## src/rtl/cpu_pkg.sv

```systemverilog
// Shared definitions for the pipelined CPU hazard/forwarding logic.
//
// Contents:
//   fwd_sel_t   - ALU operand mux select encoding (register file, MEM/WB, EX/MEM)
//   haz_state_t - load-use stall FSM states
//   REG_ZERO    - architectural zero register index, never forwarded or stalled on
package cpu_pkg;

  typedef enum logic [1:0] {
    FWD_REG   = 2'd0,
    FWD_MEMWB = 2'd1,
    FWD_EXMEM = 2'd2
  } fwd_sel_t;

  typedef enum logic [0:0] {
    IDLE  = 1'b0,
    STALL = 1'b1
  } haz_state_t;

  localparam int unsigned REG_ZERO = 0;

endpackage

```

## src/rtl/fwd_src_sel.sv

```systemverilog
// Per-source forwarding priority comparator.
//
// Ports:
//   ex_src           in  REG_AW  source register of the instruction in EX
//   ex_mem_rd        in  REG_AW  EX/MEM destination register
//   ex_mem_reg_write in  1       EX/MEM writes the register file
//   mem_wb_rd        in  REG_AW  MEM/WB destination register
//   mem_wb_reg_write in  1       MEM/WB writes the register file
//   sel              out 2       operand mux select (fwd_sel_t encoding)
module fwd_src_sel
  import cpu_pkg::*;
#(
  parameter int REG_AW = 5
) (
  input  logic [REG_AW-1:0] ex_src,
  input  logic [REG_AW-1:0] ex_mem_rd,
  input  logic              ex_mem_reg_write,
  input  logic [REG_AW-1:0] mem_wb_rd,
  input  logic              mem_wb_reg_write,
  output logic [1:0]        sel
);

  logic ex_mem_hit;
  logic mem_wb_hit;

  // The younger result (EX/MEM) wins over the older one (MEM/WB); writes to
  // the zero register are discarded, so they must never be forwarded.
  assign ex_mem_hit = ex_mem_reg_write && (ex_mem_rd != REG_AW'(REG_ZERO))
                      && (ex_mem_rd == ex_src);
  assign mem_wb_hit = mem_wb_reg_write && (mem_wb_rd != REG_AW'(REG_ZERO))
                      && (mem_wb_rd == ex_src);

  always_comb begin
    if (ex_mem_hit)      sel = FWD_EXMEM;
    else if (mem_wb_hit) sel = FWD_MEMWB;
    else                 sel = FWD_REG;
  end

endmodule

```

## src/rtl/fwd_hazard_unit.sv

```systemverilog
// Forwarding and load-use hazard unit for the pipelined CPU.
//
// Forwarding selects, per EX-stage source, between register file, MEM/WB and
// EX/MEM. A load in ID/EX whose destination is read by the decode-stage
// instruction stalls PC and IF/ID and bubbles ID/EX for LOAD_LAT cycles.
//
// Ports:
//   clk, rst                         clock, synchronous active-high reset
//   id_src, id_src_used              decode-stage sources (packed, REG_AW each) and valids
//   ex_src                           ID/EX sources, same packing
//   id_ex_rd, id_ex_mem_read         ID/EX destination and load flag
//   ex_mem_rd, ex_mem_reg_write      EX/MEM writeback info
//   mem_wb_rd, mem_wb_reg_write      MEM/WB writeback info
//   hold                             global freeze; freezes the stall FSM
//   flush                            branch/jump redirect; cancels any stall
//   fwd_sel                          per-source 2-bit mux select
//   pc_write, if_id_write            fetch/decode write enables
//   id_ex_bubble                     insert NOP into ID/EX
//
// Optional: define FWD_HAZARD_PERF_EN to add saturating 32-bit counters
//   perf_stall_cnt (bubble cycles) and perf_fwd_cnt (forwarded operands).
module fwd_hazard_unit
  import cpu_pkg::*;
#(
  parameter int REG_AW   = 5,
  parameter int NUM_SRC  = 2,
  parameter int LOAD_LAT = 1,
  parameter int CNT_W    = 4
) (
  input  logic                      clk,
  input  logic                      rst,
  input  logic [NUM_SRC*REG_AW-1:0] id_src,
  input  logic [NUM_SRC-1:0]        id_src_used,
  input  logic [NUM_SRC*REG_AW-1:0] ex_src,
  input  logic [REG_AW-1:0]         id_ex_rd,
  input  logic                      id_ex_mem_read,
  input  logic [REG_AW-1:0]         ex_mem_rd,
  input  logic                      ex_mem_reg_write,
  input  logic [REG_AW-1:0]         mem_wb_rd,
  input  logic                      mem_wb_reg_write,
  input  logic                      hold,
  input  logic                      flush,
  output logic [NUM_SRC*2-1:0]      fwd_sel,
  output logic                      pc_write,
  output logic                      if_id_write,
  output logic                      id_ex_bubble
`ifdef FWD_HAZARD_PERF_EN
  ,
  output logic [31:0]               perf_stall_cnt,
  output logic [31:0]               perf_fwd_cnt
`endif
);

  haz_state_t       state, next_state;
  logic [CNT_W-1:0] cnt, next_cnt;
  logic             haz;
  logic             stall;

  // One priority comparator per EX-stage source operand.
  for (genvar i = 0; i < NUM_SRC; i++) begin : g_src
    fwd_src_sel #(.REG_AW(REG_AW)) u_sel (
      .ex_src           (ex_src[i*REG_AW +: REG_AW]),
      .ex_mem_rd        (ex_mem_rd),
      .ex_mem_reg_write (ex_mem_reg_write),
      .mem_wb_rd        (mem_wb_rd),
      .mem_wb_reg_write (mem_wb_reg_write),
      .sel              (fwd_sel[i*2 +: 2])
    );
  end

  // Load-use hazard: a load to a nonzero register that the decode-stage
  // instruction actually reads through one of its used sources.
  always_comb begin
    haz = 1'b0;
    if (id_ex_mem_read && (id_ex_rd != REG_AW'(REG_ZERO))) begin
      for (int i = 0; i < NUM_SRC; i++) begin
        if (id_src_used[i] && (id_src[i*REG_AW +: REG_AW] == id_ex_rd)) haz = 1'b1;
      end
    end
  end

  // The detecting cycle is already the first bubble, so STALL only covers the
  // remaining LOAD_LAT-1 bubbles. Flush overrides everything so the redirected
  // fetch can load.
  always_comb begin
    next_state = state;
    next_cnt   = cnt;
    stall      = 1'b0;
    if (flush) begin
      next_state = IDLE;
      next_cnt   = '0;
    end else begin
      case (state)
        IDLE: begin
          if (haz) begin
            stall = 1'b1;
            if ((LOAD_LAT > 1) && !hold) begin
              next_state = STALL;
              next_cnt   = CNT_W'(LOAD_LAT - 1);
            end
          end
        end
        STALL: begin
          stall = 1'b1;
          if (!hold) begin
            next_cnt = cnt - 1'b1;
            if (cnt == CNT_W'(1)) next_state = IDLE;
          end
        end
        default: begin
          next_state = IDLE;
          next_cnt   = '0;
        end
      endcase
    end
  end

  always_ff @(posedge clk) begin
    if (rst) begin
      state <= IDLE;
      cnt   <= '0;
    end else begin
      state <= next_state;
      cnt   <= next_cnt;
    end
  end

  // Stall outputs are held at their reset values while reset is asserted.
  assign pc_write     = !(stall && !rst);
  assign if_id_write  = !(stall && !rst);
  assign id_ex_bubble = stall && !rst;

`ifdef FWD_HAZARD_PERF_EN
  logic [31:0] fwd_inc;
  logic [32:0] fwd_sum;

  always_comb begin
    fwd_inc = '0;
    for (int i = 0; i < NUM_SRC; i++) begin
      fwd_inc = fwd_inc + 32'(|fwd_sel[i*2 +: 2]);
    end
    fwd_sum = {1'b0, perf_fwd_cnt} + {1'b0, fwd_inc};
  end

  // Both counters saturate rather than wrap so long runs stay meaningful.
  always_ff @(posedge clk) begin
    if (rst) begin
      perf_stall_cnt <= '0;
      perf_fwd_cnt   <= '0;
    end else if (!hold) begin
      if (id_ex_bubble && (perf_stall_cnt != 32'hFFFF_FFFF))
        perf_stall_cnt <= perf_stall_cnt + 32'd1;
      perf_fwd_cnt <= fwd_sum[32] ? 32'hFFFF_FFFF : fwd_sum[31:0];
    end
  end
`endif

endmodule

```

## config.mk

```make
export PLATFORM = sky130hd
export DESIGN_NAME = fwd_hazard_unit
export DESIGN_NICKNAME = d
export VERILOG_FILES = /design/src/rtl/cpu_pkg.sv /design/src/rtl/fwd_src_sel.sv /design/src/rtl/fwd_hazard_unit.sv
export SDC_FILE = /design/constraint.sdc
export NUM_CORES = 1
export LEC_CHECK = 0
export ABC_AREA = 1
export ABC_CLOCK_PERIOD_IN_PS = 1000
export CORE_ASPECT_RATIO = 1.1
export CORE_UTILIZATION = 36
export DETAILED_ROUTE_END_ITERATION = 8
export PLACE_DENSITY = 0.9
export SYNTH_ARGS = -nofsm -noshare
export SYNTH_HDL_FRONTEND = slang
export SYNTH_SLANG_ARGS = --single-unit
export TNS_END_PERCENT = 5
```

## constraint.sdc

```tcl
create_clock -name clk -period 1 [get_ports clk]
set_input_delay 0.2 -clock clk [delete_from_list [all_inputs] [get_ports clk]]
set_output_delay 0.2 -clock clk [all_outputs]
set_load 0.02 [all_outputs]
```

==> results of run 1 <==
==> power by group <==
part | switching, W | internal, W | leakage, nW
combinational | 0.000220 | 0.000227 | 0.646
clock | 0.0000811 | 0.000151 | 0.0150
sequential | 0 | 0.000200 | 0.0408
total | 0.000301 | 0.000578 | 0.702
==> stage by stage <==
step	cells	instance area, um2	utilization [%]
detailed placement	221	1406	68.87
finish	224	1431	70.10
global placement	221	1406	68.87
CTS	225	1321	64.71
floorplan	138	837.1	-
global route	224	1431	70.10
==> critical path, stage by stage <==
cell and delay, ns:
buf_2 0.12, xnor2_1 0.22, nand3_1 0.14, nor3_2 0.19
nor2_1 0.07, buf_4 0.16
==> cell type report <==
class | count | share of cell area [%]
tap | 28 | 2.448
multi-input combinational | 108 | 49.21
timing repair buffer | 57 | 31.91
clock buffer | 4 | 1.836
sequential | 5 | 7.080
inverter | 22 | 7.517
==> placed cells by master (no fill, tap or decap), types with 3 or more instances in the layout <==
cell | netlist | routed
clkbuf_4 | 0 | 3
buf_2 | 0 | 15
buf_4 | 3 | 13
nor2_2 | 3 | 7
inv_2 | 5 | 7
a21oi_1 | 5 | 4
nor3_2 | 2 | 3
xnor2_1 | 14 | 11
nand2_1 | 41 | 34
nand3_1 | 6 | 5
clkbuf_2 | 0 | 6
nand2_2 | 0 | 6
dfxtp_1 | 5 | 4
buf_6 | 0 | 13
nor2_1 | 18 | 11
xnor2_2 | 0 | 3
nor2_4 | 1 | 4
dlygate4sd2_1 | 0 | 4
xor2_1 | 6 | 5
clkdlybuf4s15_1 | 0 | 3
inv_1 | 17 | 11
==> repair_timing <==
item / 4_1_cts / 5_1_grt
buffers inserted: 0 / 0
resized for setup: 185 / 55
setup endpoints to repair: 9 / 11
pin swaps: 47 / 35
==> metal layers <==
metal | share of wire, % | global-route usage (%) | up-vias
li1 | - | - | 537
met1 | 37 | 24.15 | 478
met2 | 54 | 47.45 | 47
met3 | 6.7 | 3.180 | 7
met4 | 2.1 | 9.048 | 0
met5 | 0 | 0 | -
==> sequential cells by signal (all words and copies together) (netlist names) <==
register,flops
state,1
cnt,4
==> logic make-up (layout without fill, tap and decap cells) <==
kind of cell / count (synthesis) / after routing / share of synthesized area [%]
simple gates: 75 / 75 / 41.23
fa+ha+maj: 2 / 2 / 3.159
buf+inv: 25 / 83 / 13.27
compound gates: 11 / 11 / 7.582
flops: 5 / 5 / 12.64
xor+xnor: 20 / 20 / 22.12
==> worst min-delay path by stage <==
stage          slack, ns      to    from  cells after the start
3_3_place_gp        0.45  cnt[3]  cnt[3]                      2
4_1_cts             0.46  cnt[0]     rst                      5
2_1_floorplan       0.36  cnt[0]     rst                      3
5_1_grt             0.36  cnt[0]    hold                      4
3_5_place_dp        0.48  cnt[3]  cnt[3]                      2
6_report            0.31  cnt[0]    hold                      4
==> results.sh, run 1 <==
export IMPL_reg2reg_depth=6
export IMPL_crit_required_ns=0.80
export IMPL_ant_nets=0
export IMPL_yosysMostFrequentCell="nand2_1"
export IMPL_clk_latency_ns=0.24
export IMPL_dieArea_um2=2392
export IMPL_grt_max_degree=6
export IMPL_powerDensity_nw_per_um2=614.2
export IMPL_portBuffers=50
export IMPL_coreArea_um2=2042
export IMPL_clockBufferDepth=2
export IMPL_vdd_drop_max_mv=0.6538
export IMPL_fin_crit_sh_pct=129.3
export IMPL_hold_class="in -> reg"
export IMPL_leakage_nw=0.7016
export IMPL_first_iter_violations=8
export IMPL_fin_skew_ns=0.001919
export IMPL_die_w_um=46.72
export IMPL_fillers=176
export IMPL_gp_congestion=0.7804
export IMPL_holdWs_ns=0.3120
export IMPL_cap_violations=0
export IMPL_synthTopCellsByCount="nand2_1, nor2_1, inv_1, xnor2_1"
export IMPL_synth_top_area_share_pct=19.43
export IMPL_fmax_mhz=773.5
export IMPL_num_antenna_cells=0
export IMPL_gr_total_overflow=0
export IMPL_wl_per_cell_um=12.33
export IMPL_dp_hpwl_mm=2.263
export IMPL_synthArstFlopShare_pct=0
export IMPL_cp_end_kind="output port"
export IMPL_syn_num_nets=184
export IMPL_ys_flop_type="dfxtp_1"
export IMPL_remaining_drc_errors=0
export IMPL_grt_pass1_vias=990
export IMPL_yosys_register_bits=5
export IMPL_grt_pass1_wl_mm=4.112
export IMPL_hold_viol=0
export IMPL_drt_pass1_iter_count=4
export IMPL_setup_viol=7
export IMPL_path_clk_slew_ns=0.04
export IMPL_vias=1069
export IMPL_r2r_start="state"
export IMPL_drt_total_wl_mm=2.761
export IMPL_crit_fanout=2
export IMPL_status="finished with violations"
export IMPL_fp_dieH_um=51.20
export IMPL_drive_gt1_share_pct=47.45
export IMPL_via_per_inst=4.772
export IMPL_rr_endpoint="cnt[3]"
export IMPL_clockRootBuffer="clkbuf_4"
export IMPL_yosysUniqueCellTypes=21
export IMPL_grtUsageTotal_pct=24.23
export IMPL_ff2ff_setup_slack_ns=0.01
export IMPL_post_place_ws_ns=-1.217
export IMPL_cts_buffers=3
export IMPL_ys_warn_count=0
export IMPL_syn_area_um2=792.0
export IMPL_row_count=17
export IMPL_htreeDepth=1
export IMPL_area_growth_pct=80.73
export IMPL_crit_path_start="ex_src[0]"
export IMPL_synth_largest_area_cell="nand2_1"
export IMPL_relSlewSlack_pct=86.11
export IMPL_fin_tns_setup_ns=-1.654
export IMPL_fin_ws_ns=-0.2929
export IMPL_synthTopCellsByArea="nand2_1, xnor2_1, dfxtp_1, nor2_1, inv_1"
export IMPL_multiInputGateArea_um2=704.4
export IMPL_cts_tree="done"
export IMPL_postSynthAreaPerCell_um2=5.739
export IMPL_setup_worst_path_end="fwd_sel[0]"
export IMPL_fin_nets=243
export IMPL_violations="setup timing"
export IMPL_start_util_pct=38.79
export IMPL_seq_area_frac_synth_pct=12.64
export IMPL_worst_slew_pin_slew_ns=0.2068
export IMPL_critPathLaunchType="input port"
export IMPL_cts_sinks=5
export IMPL_cts_hold_buf=0
export IMPL_maxSlewViolCount=0
export IMPL_crit_arrival_ns=1.09
export IMPL_rsz0062_at_grt="true"
export IMPL_regArea_um2=101.3
export IMPL_total_power_w=0.0008792
export IMPL_pin_count=51
export IMPL_antenna_found_initial=0
export IMPL_period_minus_slack_ns=1.293
export IMPL_critPathKind="in -> out"
export IMPL_syn_inst=138
export IMPL_synth_edf_count=0
(Power assumes the default switching activity.)
==> run 2, diff against run 1 <==
--- a/config.mk
+++ b/config.mk
@@ -7,6 +7,7 @@
 export LEC_CHECK = 0
 export ABC_AREA = 1
 export ABC_CLOCK_PERIOD_IN_PS = 1000
+export CAP_MARGIN = 20
 export CORE_ASPECT_RATIO = 1.1
 export CORE_UTILIZATION = 36
 export DETAILED_ROUTE_END_ITERATION = 8
==> results of run 2 <==
No change in the layout: final DEF, timing and power equal those of run 1.
